`config.mk`:
```
export PLATFORM = sky130hd
export DESIGN_NAME = hash160_digest_tx
export DESIGN_NICKNAME = d
export VERILOG_FILES = /design/src/rtl/hash160_digest_tx.sv
export SDC_FILE = /design/constraint.sdc
export NUM_CORES = 1
export LEC_CHECK = 0
export CAP_MARGIN = 20
export CORE_ASPECT_RATIO = 0.9
export CORE_UTILIZATION = 54
export DETAILED_ROUTE_END_ITERATION = 6
export PLACE_DENSITY = 0.85
export SETUP_SLACK_MARGIN = 0.2
export SYNTH_ARGS = -nofsm -noshare
export SYNTH_HDL_FRONTEND = slang
export SYNTH_SLANG_ARGS = --single-unit
```
`constraint.sdc`:
```
create_clock -name clk -period 9.3 [get_ports clk]
set_input_delay 1.86 -clock clk [delete_from_list [all_inputs] [get_ports clk]]
set_output_delay 1.86 -clock clk [all_outputs]
set_load 0.01 [all_outputs]
```
`src/rtl/hash160_digest_tx.sv`:
```
`default_nettype none
// hash160_digest_tx: captures the Hash160 digest on a rising i_valid and streams it MSB first
// over a valid/ready byte interface. Define HASH160_TX_HEX_EN for lowercase ASCII-hex output.
module hash160_digest_tx #(
    parameter int DIGEST_W = 160
) (
    input  logic                clk,
    input  logic                rst,
    input  logic                i_valid,
    input  logic [DIGEST_W-1:0] i_digest,
    output logic [7:0]          o_data,
    output logic                o_valid,
    input  logic                i_ready,
    output logic                o_last,
    output logic                o_busy,
    output logic                o_drop
);

`ifdef HASH160_TX_HEX_EN
    localparam int SYM_W = 4;
`else
    localparam int SYM_W = 8;
`endif
    localparam int         NBEATS    = DIGEST_W / SYM_W;
    localparam logic [5:0] LAST_BEAT = 6'(NBEATS - 1);

    typedef enum logic {
        IDLE = 1'b0,
        SEND = 1'b1
    } state_t;

    state_t              state;
    state_t              state_nxt;
    logic [5:0]          cnt;
    logic [DIGEST_W-1:0] shreg;
    logic                valid_d;
    logic                drop;

    logic                capture;
    logic                handshake;
    logic                last_beat;
    logic [SYM_W-1:0]    head;
    logic [7:0]          sym_byte;

    assign capture   = i_valid & ~valid_d;
    assign last_beat = (cnt == LAST_BEAT);
    assign handshake = (state == SEND) & i_ready;
    assign head      = shreg[DIGEST_W-1 -: SYM_W];

`ifdef HASH160_TX_HEX_EN
    // 0-9 map to '0'-'9', 10-15 map to 'a'-'f' (0x61 - 10 = 0x57)
    always_comb begin
        if (head < 4'd10) sym_byte = 8'h30 + {4'h0, head};
        else              sym_byte = 8'h57 + {4'h0, head};
    end
`else
    assign sym_byte = head;
`endif

    always_ff @(posedge clk or posedge rst) begin
        if (rst) state <= IDLE;
        else     state <= state_nxt;
    end

    always_comb begin
        state_nxt = state;
        o_valid   = 1'b0;
        o_busy    = 1'b0;
        o_last    = 1'b0;
        o_data    = 8'h00;
        case (state)
            IDLE: begin
                if (capture) state_nxt = SEND;
            end
            SEND: begin
                o_valid = 1'b1;
                o_busy  = 1'b1;
                o_last  = last_beat;
                o_data  = sym_byte;
                if (handshake && last_beat) state_nxt = IDLE;
            end
            default: state_nxt = IDLE;
        endcase
    end

    // A rising edge seen while a frame is in flight is refused, including on the last beat.
    always_ff @(posedge clk or posedge rst) begin
        if (rst) begin
            valid_d <= 1'b0;
            drop    <= 1'b0;
            cnt     <= 6'd0;
            shreg   <= '0;
        end else begin
            valid_d <= i_valid;
            drop    <= capture & (state == SEND);
            if (state == IDLE && capture) begin
                shreg <= i_digest;
                cnt   <= 6'd0;
            end else if (handshake) begin
                shreg <= shreg << SYM_W;
                cnt   <= cnt + 6'd1;
            end
        end
    end

    assign o_drop = drop;

endmodule
`default_nettype wire

```
* Yosys cells after proc, flatten, opt, wreduce, memory -nomap -nowiden *
Index checks and enable logic that the tools add are counted.

word-level totals
  register bits = 169
  output and inout port bits = 12

cells by class
  add/sub/neg operators = 1
  eq/ne operators = 1
  mux-type cells = 10
  bitwise operators = 5
  reductions and logical operators = 3

operator list
  cell                                                             count
  160-bit two-way mux                                              2
  6-bit two-way mux                                                2
  8-bit two-way mux                                                1
  6-bit by 1-bit adder with 6-bit output, second input constant    1
  6-bit by 5-bit == test with 1-bit output, second input constant  1
  1-bit two-way mux                                                4
  1-bit AND                                                        3
  1-bit logical AND                                                2
  1-bit inverter                                                   2
  1-bit case mux with 2 select lines                               1
  2-bit nonzero test                                               1

* Depth between registers and ports, before layout *
Gate-level depths: netlist (run 1).

  depth after elaboration = 4
  gate-level depth with buffers = 6
  gate-level depth less buffers = 4

* Least setup slack after synthesis (run 1) *
Ideal clock, no wire load.

  path type = input to register
  start point = input port i_valid
  end point = register shreg[100]
  setup time = 0.118 ns
  data arrival time = 2.759 ns
  slack = 6.423 ns
  cell stages on the path = 6
  cells stage by stage = nor3b_2 buf_6 buf_6 buf_6 a22o_1 a21o_1

between the ends
  cells in the longest elaborated chain, start to end = 3
  elaborated cells between the ends (all ways) = 4
  those cells by class = mux (1); bitwise (1); reduce/logical (2)

RTL lines
  what                                                       line  text
  from (decl)                                                9     input logic i_valid,
  1-bit AND *                                                45    assign capture = i_valid & ~valid_d;
  1-bit logical AND *                                        96    if (state == IDLE && capture) begin
  160-bit two-way mux or 2-bit nonzero test (tied branches)  n/a
  to (signal assigned)                                       97    shreg <= i_digest;
  to (signal assigned)                                       100   shreg <= shreg << SYM_W;
  to (decl)                                                  35    logic [DIGEST_W-1:0] shreg;

Mark *: on every way between the ends. The rest lies on a longest branch, timed or not.
A chain may end at the register's enable or synchronous reset.

* Final worst setup path (run 1) *
  start point = input port i_ready
  end point = register shreg[50]

between the ends
  cells in the longest elaborated chain, start to end = 2

RTL lines
  what                          line  text
  from (decl)                   13    input logic i_ready,
  1-bit AND                     47    assign handshake = (state == SEND) & i_ready;
  2-bit nonzero test (no line)  n/a

No other way between the ends.

==> summary.txt, run 1 <==
Run status
  – Run status: finished with violations
  – Violated checks: design-rule violations

Die
  – Die area: approximately 14000 sq um
  – Cell Rows: 40
  – Core ar.: 13400 sq um
  – Initial core utilization: 0.552
  – # IOs: between 150 and 200
  – Die width: ~130 um
  – DIE HEIGHT: 113 um

Route
  – Initial DRT Pass Iterations: 7
  – DRT iter0 DRCs: approximately 380
  – Routed len/inst: 18.9 um
  – Post-Route WL: roughly 17 mm
  – Detail Route Antenna Nets: 0
  – Vias: 5566
  – Residual DRC: 24
  – Via density: slightly above 6

STA
  – RSZ-0062 raised after global routing: no
  – Worst-Margin Slew: between 0.9 and 1 ns
  – Setup violations, final: 0
  – Fmax: between 0.2 and 0.25 GHz
  – Total Neg Setup Slack: 0 ns
  – Final hold viol count: 0
  – Slew Limit Fails: 0
  – Final worst setup slack: approximately 5 ns
  – Final min period: between 4 and 5 ns
  – Slew margin rel.: 0.361
  – Final period utilization: 0.464
  – Clock Skews: approximately 0.011 ns
  – Hold_ws: about 0.47 ns

Synthesis
  – Top area cells in the synthesized netlist: dfrtp_1, a22o_1, a21o_1, buf_2, buf_6
  – Post-synthesis register bit count: roughly 170
  – Sequential fraction of the synthesis area: 0.573
  – Post-synthesis xor/xnor area fraction: 0.00119
  – Synth unique cells: 28
  – Post-Synth Adder-Cell Area: 0.00170
  – Largest family of logic cells by synthesized area: compound AO/OA/AOI/OAI gates
  – Post-synthesis mux area share: 0.00136
  – Post-synthesis compound-gate area fraction: 0.341
  – Mean area per synthesized cell: around 12 sq um
  – Largest area contributor in the synthesized netlist: dfrtp_1
  – Top cell type's share of synthesized area: 0.573
  – Post-Syn Area: between 7000 and 8000 sq um
  – Synth Warn #: 0
  – Post-synthesis simple-gate area fraction: 0.0366
  – Post-Syn Instances: 593
  – Synth Net Count: around 760

Placed design
  – Post-DP HPWL: between 10 and 15 mm
  – DP Area: between 9000 and 10000 sq um
  – Placer Congestion: 0.751
  – Place WS: around 4.3 ns
  – IO buf count: around 180
  – Placed insts: 886

Finish
  – Fin cells: 916
  – Final #Nets: roughly 900
  – Antenna cells: 0
  – Finished Core Util: 0.725
  – Layout area overhead: 31.2%
  – Post-Layout Inst Area: approximately 9700 sq um
  – # fillers: between 900 and 1000
  – Layout cells sized above 1: 0.0481

Worst setup path
  – Worst endpoint required time: just under 10 ns
  – Critical path type: primary input to flip-flop
  – R2r setup slk: 6.25 ns
  – Critical path launch point type: primary input
  – Crit-path max cell delay: 0.73 ns
  – Worst Path Buf+Inv: 3
  – Worst Setup End Kind: flip-flop
  – CP Max Fanout: 97
  – WP data arrival: around 4.7 ns
  – Slowest-stage cell, CP: buf_4
  – CP delay by family, top: buffers and inverters
  – Worst-path cell chain: clkdlybuf4s50_1 -> and2_4 -> nor2_4 -> buf_16 -> buf_4 -> a21o_1

GRT
  – Largest net degree at the start of global routing: 98
  – GRT Total Usage: 0.253
  – First-pass GRT wire length: 28.2 mm
  – Initial antenna violation count: 0
  – Vias in the first global route: between 5000 and 6000
  – Overflow after GRT: 0

Clock tree
  – Post-cts hold buffer count: 0
  – Clk buf depth: 2
  – Worst-path clk slew: ~0.060 ns
  – Clock root cell: clkbuf_16
  – CTS tree: done
  – Post-CTS Setup Inserts: 0
  – Clk_lat worst skew: approximately 0.42 ns
  – H-tree Lvls: 4
  – Num Clock Sinks: 169
  – CTS Buf Count: 17
  – # resized after CTS: 0

Power and ir drop
  – Tot Pwr: ~2.3 mW
  – Max VDD drop: 0.132 mV
  – PwrDens: about 240 nW/um^2
  – Leak Pwr: 5.67 nW

Worst hold path
  – Worst min-delay path class: flip-flop to flip-flop

Flow run
  – MaxCap Viol Count: 0
-- cell families (layout without fill, tap and decap cells) --
family                     Yosys count  count (layout)
AOI/OAI and AO/OA                  311             311
xor gates and xnor gates             1               1
adders and majority gates            1               1
buffers and inverters               58             213
DFF                                169             169
muxes                                1               1
and+or+nand+nor                     52              52
-- flip-flops by register name, summed over array words and instances, names as in the netlist --
name,flops
cnt,6
o_drop,1
shreg,160
state,1
valid_d,1
-- worst reg2reg max path: cells and delay by family (launching register included) --
| family | cells | cell delay (ns) |
|---|---|---|
| AOI/OAI and AO/OA | 1 | 0.32 |
| buffers and inverters | 2 | 0.99 |
| DFF | 1 | 0.58 |
| and+or+nand+nor | 2 | 1.09 |
-- metal layers --
metal  global-route usage  share of wire
met2                0.414           0.49
met1                0.323           0.41
met3               0.0780          0.077
met5                    0              0
met4               0.0846          0.014
-- Yosys cell counts --
cell type	instances
or3b_2	1
nand4_1	2
mux2i_1	1
nor3b_2	1
o21ai_0	2
buf_1	5
and3_1	1
a21oi_1	3
nor2_4	1
buf_6	9
o211ai_1	1
inv_1	3
clkbuf_1	9
nor4_1	1
buf_4	4
nor2_1	1
ha_1	1
nand2_1	21
o31ai_1	1
and2_2	1
a22o_1	152
buf_2	28
or3_1	1
dfrtp_1	169
and2_1	9
nand3_1	12
a21o_1	152
xor2_1	1
-- power by group --
part	internal [mW]	leakage (nW)	switching, mW	total (mW)
sequential	0.951	2.32	0.137	1.09
clock	0.418	0.275	0.260	0.677
combinational	0.313	3.07	0.205	0.518
-- area by class of cell --
cell class | count | area (sq um) | area share
Clock buffer | 25 | 495 | 0.0512
Clock inverter | 3 | 65.1 | 0.00672
Sequential cell | 169 | 4230 | 0.437
Inverter | 3 | 16.3 | 0.00168
Multi-Input combinational cell | 366 | 2820 | 0.291
Timing Repair Buffer | 182 | 1840 | 0.190
Tap cell | 168 | 210 | 0.0217
-- cell usage in the layout, fill, tap and decap left out, types with 2 or more instances in the layout --
cell type / instances
clkdlybuf4s50_1: 175
dfrtp_1: 169
a22o_1: 152
a21o_1: 152
nand2_1: 21
clkbuf_16: 17
nand3_1: 12
and2_1: 9
buf_4: 5
clkbuf_1: 4
clkbuf_8: 4
a21oi_1: 3
inv_1: 2
nand4_1: 2
o21ai_0: 2
bufinv_16: 2
buf_16: 2
-- path summary, 6_finish.rpt --
kind	to	from	depth (start not counted)
setup / recovery	shreg[50]	i_ready	6
hold / removal	shreg[159]	shreg[159]	1
setup reg to reg	shreg[50]	state	5
hold reg to reg	shreg[159]	shreg[159]	1
max in group asynchronous	shreg[42]	rst	4
min in group asynchronous	shreg[89]	rst	2
(Power assumes the default switching activity.)
==> inputs of run 2 (changes only) <==
--- a/config.mk
+++ b/config.mk
@@ -7,9 +7,9 @@
 export LEC_CHECK = 0
 export CAP_MARGIN = 20
 export CORE_ASPECT_RATIO = 0.9
-export CORE_UTILIZATION = 54
+export CORE_UTILIZATION = 50
 export DETAILED_ROUTE_END_ITERATION = 6
-export PLACE_DENSITY = 0.85
+export PLACE_DENSITY = 0.79
 export SETUP_SLACK_MARGIN = 0.2
 export SYNTH_ARGS = -nofsm -noshare
 export SYNTH_HDL_FRONTEND = slang
==> constraint.sdc (replaced) <==
create_clock -name clk -period 4 [get_ports clk]
set_input_delay 0.8 -clock clk [delete_from_list [all_inputs] [get_ports clk]]
set_output_delay 0.8 -clock clk [all_outputs]
set_load 0.01 [all_outputs]
==> run 2 against run 1 <==
  * The run now ends clean
  * Global-route usage down 1.3 points
  * Sequential share of layout area fell by 0.39 points
  * Combinational power grew 130%
  * Utilization is 3.7 points lower
  * Critical endpoint is now o_last
  * Largest cell class unchanged
==> summary.txt, run 2 (synthesized netlist as in run 1, its figures left out) <==
Run status
  – Run status: finished clean

Finish
  – Final #Nets: ~910
  – Antenna cells: 0
  – Layout cells sized above 1: 0.0570
  – Most flop-heavy register: shreg
  – Post-Layout Inst Area: between 9000 and 10000 sq um
  – Most common cell after layout, fill and taps aside: clkdlybuf4s50_1
  – Max FFs per register: between 150 and 200
  – Most frequent cells in the layout: clkdlybuf4s50_1, dfrtp_1, a22o_1, a21o_1, nand2_1
  – Layout area overhead: 32.4%
  – Registers with the most flip-flops: shreg (160), cnt (6)
  – Finished Core Util: 0.688

STA
  – Final hold viol count: 0
  – Slew margin rel.: 0.405
  – RSZ-0062 raised after global routing: no
  – Slew Limit Fails: 0
  – Setup violations, final: 0
  – Clock Skews: about 0.012 ns
  – Final period utilization: 0.755
  – Total Neg Setup Slack: 0 ns
  – Worst-Margin Slew: 0.893 ns
  – Final worst setup slack: roughly 1 ns
  – Final min period: between 3 and 4 ns
  – Fmax: approximately 0.33 GHz

Die
  – # IOs: ~180
  – Initial core utilization: 0.519
  – Die area: roughly 15000 sq um
  – Cell Rows: 41
  – Core ar.: approximately 14000 sq um
  – DIE HEIGHT: ~120 um
  – Die width: 130 um

Power and ir drop
  – Tot Pwr: approximately 5.4 mW
  – PwrDens: between 500 and 600 nW/um^2
  – Int Power: between 3 and 4 mW
  – Max VDD drop: approximately 0.35 mV
  – Sw Share: 0.263
  – Share of total power in the clock network: 0.314
  – Sequential group share of total power: 0.466
  – Switching power: between 1 and 1.5 mW
  – Leak Pwr: between 5 and 6 nW
  – Logic pwr share: 0.220

Worst setup path
  – Critical path type: flip-flop to output pin
  – Critical register-to-register path endpoint: shreg[149]
  – Worst Setup End Kind: output pin
  – Setup crit end: o_last
  – R2r setup slk: 1.75 ns
  – WP data arrival: roughly 2.2 ns
  – Worst-path cell chain: ha_1 -> nand2_1 -> nor4_1 -> and2_1 -> clkdlybuf4s50_1
  – CP Launch Point: cnt[0]
  – Crit-path max cell delay: 0.54 ns
  – Worst endpoint required time: ~3.2 ns
  – RR Startpoint: state
  – CP Max Fanout: 5
  – Critical path launch point type: flip-flop
  – Slowest-stage cell, CP: clkdlybuf4s50_1
  – Reg2reg path depth: 4

Clock tree
  – Clk_lat worst skew: 0.43 ns
  – Num Clock Sinks: around 170
  – Post-cts hold buffer count: 0
  – Clk buf depth: 2
  – CTS tree: done
  – H-tree Lvls: 4
  – Post-CTS Setup Inserts: 0
  – Clock root cell: clkbuf_16
  – # resized after CTS: 0
  – CTS Buf Count: 17
  – Worst-path clk slew: around 0.060 ns

Route
  – Via density: between 5 and 6
  – DRT iter0 DRCs: between 400 and 500
  – Residual DRC: 0
  – Routed len/inst: 18.4 um
  – Vias: 5492
  – Post-Route WL: 17.5 mm
  – Initial DRT Pass Iterations: 5
  – Detail Route Antenna Nets: 0

GRT
  – Vias in the first global route: 5484
  – GRT Total Usage: 0.240
  – First-pass GRT wire length: between 20 and 30 mm
  – Largest net degree at the start of global routing: ~160
  – Overflow after GRT: 0
  – Initial antenna violation count: 0

Placed design
  – DP Area: ~9200 sq um
  – IO buf count: roughly 180
  – Place WS: about 1.2 ns
  – Placer Congestion: around 0.8
  – Post-DP HPWL: 11.5 mm

Worst hold path
  – Worst min-delay path class: flip-flop to flip-flop

Flow run
  – MaxCap Viol Count: 0
run 2: how the worst min path moves through the flow:
stage,startpoint,endpoint,slack (ns),depth (start not counted)
detailed placement,shreg[154],shreg[154],0.46,1
finish,shreg[158],shreg[158],0.47,1
global placement,shreg[159],shreg[159],0.45,1
CTS,shreg[158],shreg[158],0.48,1
floorplan,shreg[152],shreg[152],0.44,1
global route,shreg[118],shreg[118],0.48,1
run 2: layout make-up:
type	count	area, sq um
Inverter	3	15.0
Fill cell	1040	4440
Timing Repair Buffer	184	1840
Clock buffer	25	505
Sequential cell	169	4230
Clock inverter	7	113
Tap cell	193	241
Multi-Input combinational cell	366	2820
run 2: metal layers:
layer / track usage / routed length (um)
met1: 0.306 / 7530
met2: 0.390 / 8490
met3: 0.0791 / 1270
met4: 0.0721 / 167
met5: 0 / 0
run 2: stage by stage:
stage,instances,hold slack (ns)
floorplan,593,0.441
detailed placement,915,0.460
finish,947,0.471
global route,947,0.482
global placement,915,0.451
CTS,947,0.475
run 2: worst max-delay path, delay by kind of cell (launching register included):
family                   cells  cell delay (ns)
buffers and inverters        1             0.54
AND/OR/NAND/NOR              3             0.61
flip-flops                   1             0.42
adder cells (fa/ha/maj)      1             0.23
run 2: power groups by stage:
stage	combinational (mW)	sequential (mW)	clock, mW
after floorplan	0.837	2.45	0
final	1.19	2.53	1.70
after global placement	1.16	2.53	0
after global routing	1.32	2.58	1.81
after detailed placement	1.21	2.55	0
after CTS	1.21	2.53	1.73
==> inputs of run 3 (changes only) <==
--- a/config.mk
+++ b/config.mk
@@ -7,9 +7,9 @@
 export LEC_CHECK = 0
 export CAP_MARGIN = 20
 export CORE_ASPECT_RATIO = 0.9
-export CORE_UTILIZATION = 50
+export CORE_UTILIZATION = 45
 export DETAILED_ROUTE_END_ITERATION = 6
-export PLACE_DENSITY = 0.79
+export PLACE_DENSITY = 0.75
 export SETUP_SLACK_MARGIN = 0.2
 export SYNTH_ARGS = -nofsm -noshare
 export SYNTH_HDL_FRONTEND = slang
==> constraint.sdc (replaced) <==
create_clock -name clk -period 2.5 [get_ports clk]
set_input_delay 0.5 -clock clk [delete_from_list [all_inputs] [get_ports clk]]
set_output_delay 0.5 -clock clk [all_outputs]
set_load 0.01 [all_outputs]
==> run 3 against run 2 <==
  * Register-to-register slack worse by 0.97 ns
  * Clock skew shrank 0.0051 ns
  * Sequential power grew 60%
  * Non-clock buffer count is 5 higher
  * Critical path type unchanged
  * Largest power group unchanged
  * Sequential cell count stayed put
  * First-iteration DRC count shrank 9.0%
  * Critical endpoint is now o_data[6]
  * Clock power is 58% higher
  * Setup slack got worse by 0.67 ns
  * Sequential share of layout area is 0.63 points lower
  * Total power is 61% higher
==> summary.txt, run 3 (synthesized netlist as in run 1, its figures left out) <==
Run status
  – Run status: finished clean

Worst setup path
  – Worst-path cell chain: and2_1 -> clkdlybuf4s50_1
  – Critical path type: flip-flop to output pin
  – Critical register-to-register path endpoint: shreg[15]
  – Reg2reg path depth: 5
  – WP data arrival: 1.69 ns
  – Crit-path max cell delay: between 0.5 and 0.6 ns
  – Worst Setup End Kind: output pin
  – Critical path launch point type: flip-flop
  – Slowest-stage cell, CP: dfrtp_2
  – R2r setup slk: a little under 0.8 ns
  – CP Max Fanout: 19
  – Worst endpoint required time: ~2.0 ns
  – RR Startpoint: state

Finish
  – # fillers: roughly 1200
  – Registers with the most flip-flops: shreg (160), cnt (6)
  – Layout area overhead: 34.4%
  – Antenna cells: 0
  – Final #Nets: a little over 900
  – Most flop-heavy register: shreg
  – Fin cells: 966
  – Finished Core Util: 0.617
  – Layout cells sized above 1: 0.0698
  – Register area: about 4200 sq um
  – Most common cell after layout, fill and taps aside: clkdlybuf4s50_1
  – Most frequent cells in the layout: clkdlybuf4s50_1, dfrtp_1, a22o_1, a21o_1, nand2_1
  – Area occupied by multi-input gates: ~2800 sq um
  – Max FFs per register: 160

GRT
  – Overflow after GRT: 0
  – Initial antenna violation count: 0
  – GRT Total Usage: 0.214
  – First-pass GRT wire length: 27.5 mm
  – Vias in the first global route: about 5500
  – Largest net degree at the start of global routing: between 90 and 100

STA
  – Final period utilization: 0.876
  – Final worst setup slack: between 0.3 and 0.4 ns
  – Fmax: approximately 0.46 GHz
  – Worst-Margin Slew: a little under 0.6 ns
  – Setup violations, final: 0
  – RSZ-0062 raised after global routing: no
  – Final min period: ~2.2 ns
  – Slew Limit Fails: 0
  – Clock Skews: approximately 0.0073 ns
  – Slew margin rel.: 0.615
  – Final hold viol count: 0
  – Total Neg Setup Slack: 0 ns

Clock tree
  – CTS Buf Count: 17
  – Post-cts hold buffer count: 0
  – H-tree Lvls: 4
  – Worst-path clk slew: around 0.06 ns
  – Clk buf depth: 2
  – Clk_lat worst skew: ~0.43 ns
  – CTS tree: done
  – Num Clock Sinks: ~170
  – Clock root cell: clkbuf_16

Placed design
  – Post-DP HPWL: between 10 and 15 mm
  – Place WS: between 0.2 and 0.3 ns
  – Placer Congestion: slightly above 0.8
  – Placed insts: 932
  – IO buf count: 175

Die
  – Cell Rows: 44
  – Core ar.: 16100 sq um
  – # IOs: about 180
  – Die area: roughly 17000 sq um
  – DIE HEIGHT: ~120 um
  – Die width: approximately 140 um
  – Initial core utilization: 0.459

Power and ir drop
  – Leak Pwr: around 5.7 nW
  – PwrDens: ~880 nW/um^2
  – Max VDD drop: between 0.5 and 0.6 mV
  – Tot Pwr: 8.71 mW

Route
  – Vias: 5502
  – DRT iter0 DRCs: between 400 and 500
  – Residual DRC: 0
  – Routed len/inst: 17.9 um
  – Detail Route Antenna Nets: 0
  – Via density: 5.70
  – Initial DRT Pass Iterations: 6
  – Post-Route WL: between 15 and 20 mm

Flow run
  – MaxCap Viol Count: 0

Worst hold path
  – WHS Endpoint: shreg[155]
  – Hold depth: 1
  – Worst min-delay path class: flip-flop to flip-flop
  – HP Start: shreg[155]
[run 3: cell types whose count changed in the layout (fill, tap and decap cells not counted), sizes merged]
cell | before | now
buf | 9 | 14
clkbuf | 25 | 20
clkinv | 3 | 6
clkdlybuf4s50 | 175 | 174
clkinvlp | 2 | 3
dlygate4sd2 | 0 | 1
inv | 2 | 3
[run 3: where the power goes]
| part | leakage (nW) | total, mW | internal, mW | switching (mW) |
|---|---|---|---|---|
| combinational | 3.13 | 1.99 | 1.21 | 0.782 |
| sequential | 2.32 | 4.04 | 3.54 | 0.504 |
| clock | 0.296 | 2.68 | 1.62 | 1.06 |
| total | 5.74 | 8.71 | 6.37 | 2.35 |
[run 3: critical path, delay by kind of cell, from the launching register on]
kind                   cells  cell delay [ns]
and+or+nand+nor            1             0.18
DFF                        1             0.54
buffers and inverters      1             0.54
[run 3: how the worst max path moves through the flow]
stage / cells past startpoint / end / slack [ns] / start
5_1_grt: 2 / o_data[7] / 0.21 / state
6_report: 2 / o_data[6] / 0.31 / state
3_5_place_dp: 6 / shreg[51] / 0.26 / i_valid
3_3_place_gp: 6 / shreg[52] / 0.29 / i_valid
4_1_cts: 5 / o_last / 0.22 / cnt[0]
2_1_floorplan: 1 / cnt[0] / -0.15 / rst
[run 3: layout make-up]
cell class,instances,area share
flip-flops and latches,169,0.427
multi-input cells,366,0.286
repair buffers,189,0.198
clock buffers,20,0.0461
well taps,207,0.0261
clock inverters,12,0.0149
inverters,3,0.00151
[run 3: metrics by stage]
stage	area (sq um)	hold WS [ns]
2_1_floorplan	7380	0.441
3_3_place_gp	9280	0.452
3_5_place_dp	9280	0.459
4_1_cts	9910	0.473
5_1_grt	9920	0.491
6_report	9920	0.468
[run 3: layer usage]
layer	global-route usage	vias to the layer above	wire length, um
met3	0.0677	17	1190
met1	0.285	2793	7720
li1	-	2547	-
met5	0	-	0
met4	0.0749	0	215
met2	0.331	145	8220
[run 3: repair_timing]
action                                  in CTS  in global routing
setup buffers                                2                  0
pin swaps                                    1                  1
resized for setup                            4                  1
endpoints found under the setup margin      11                  1
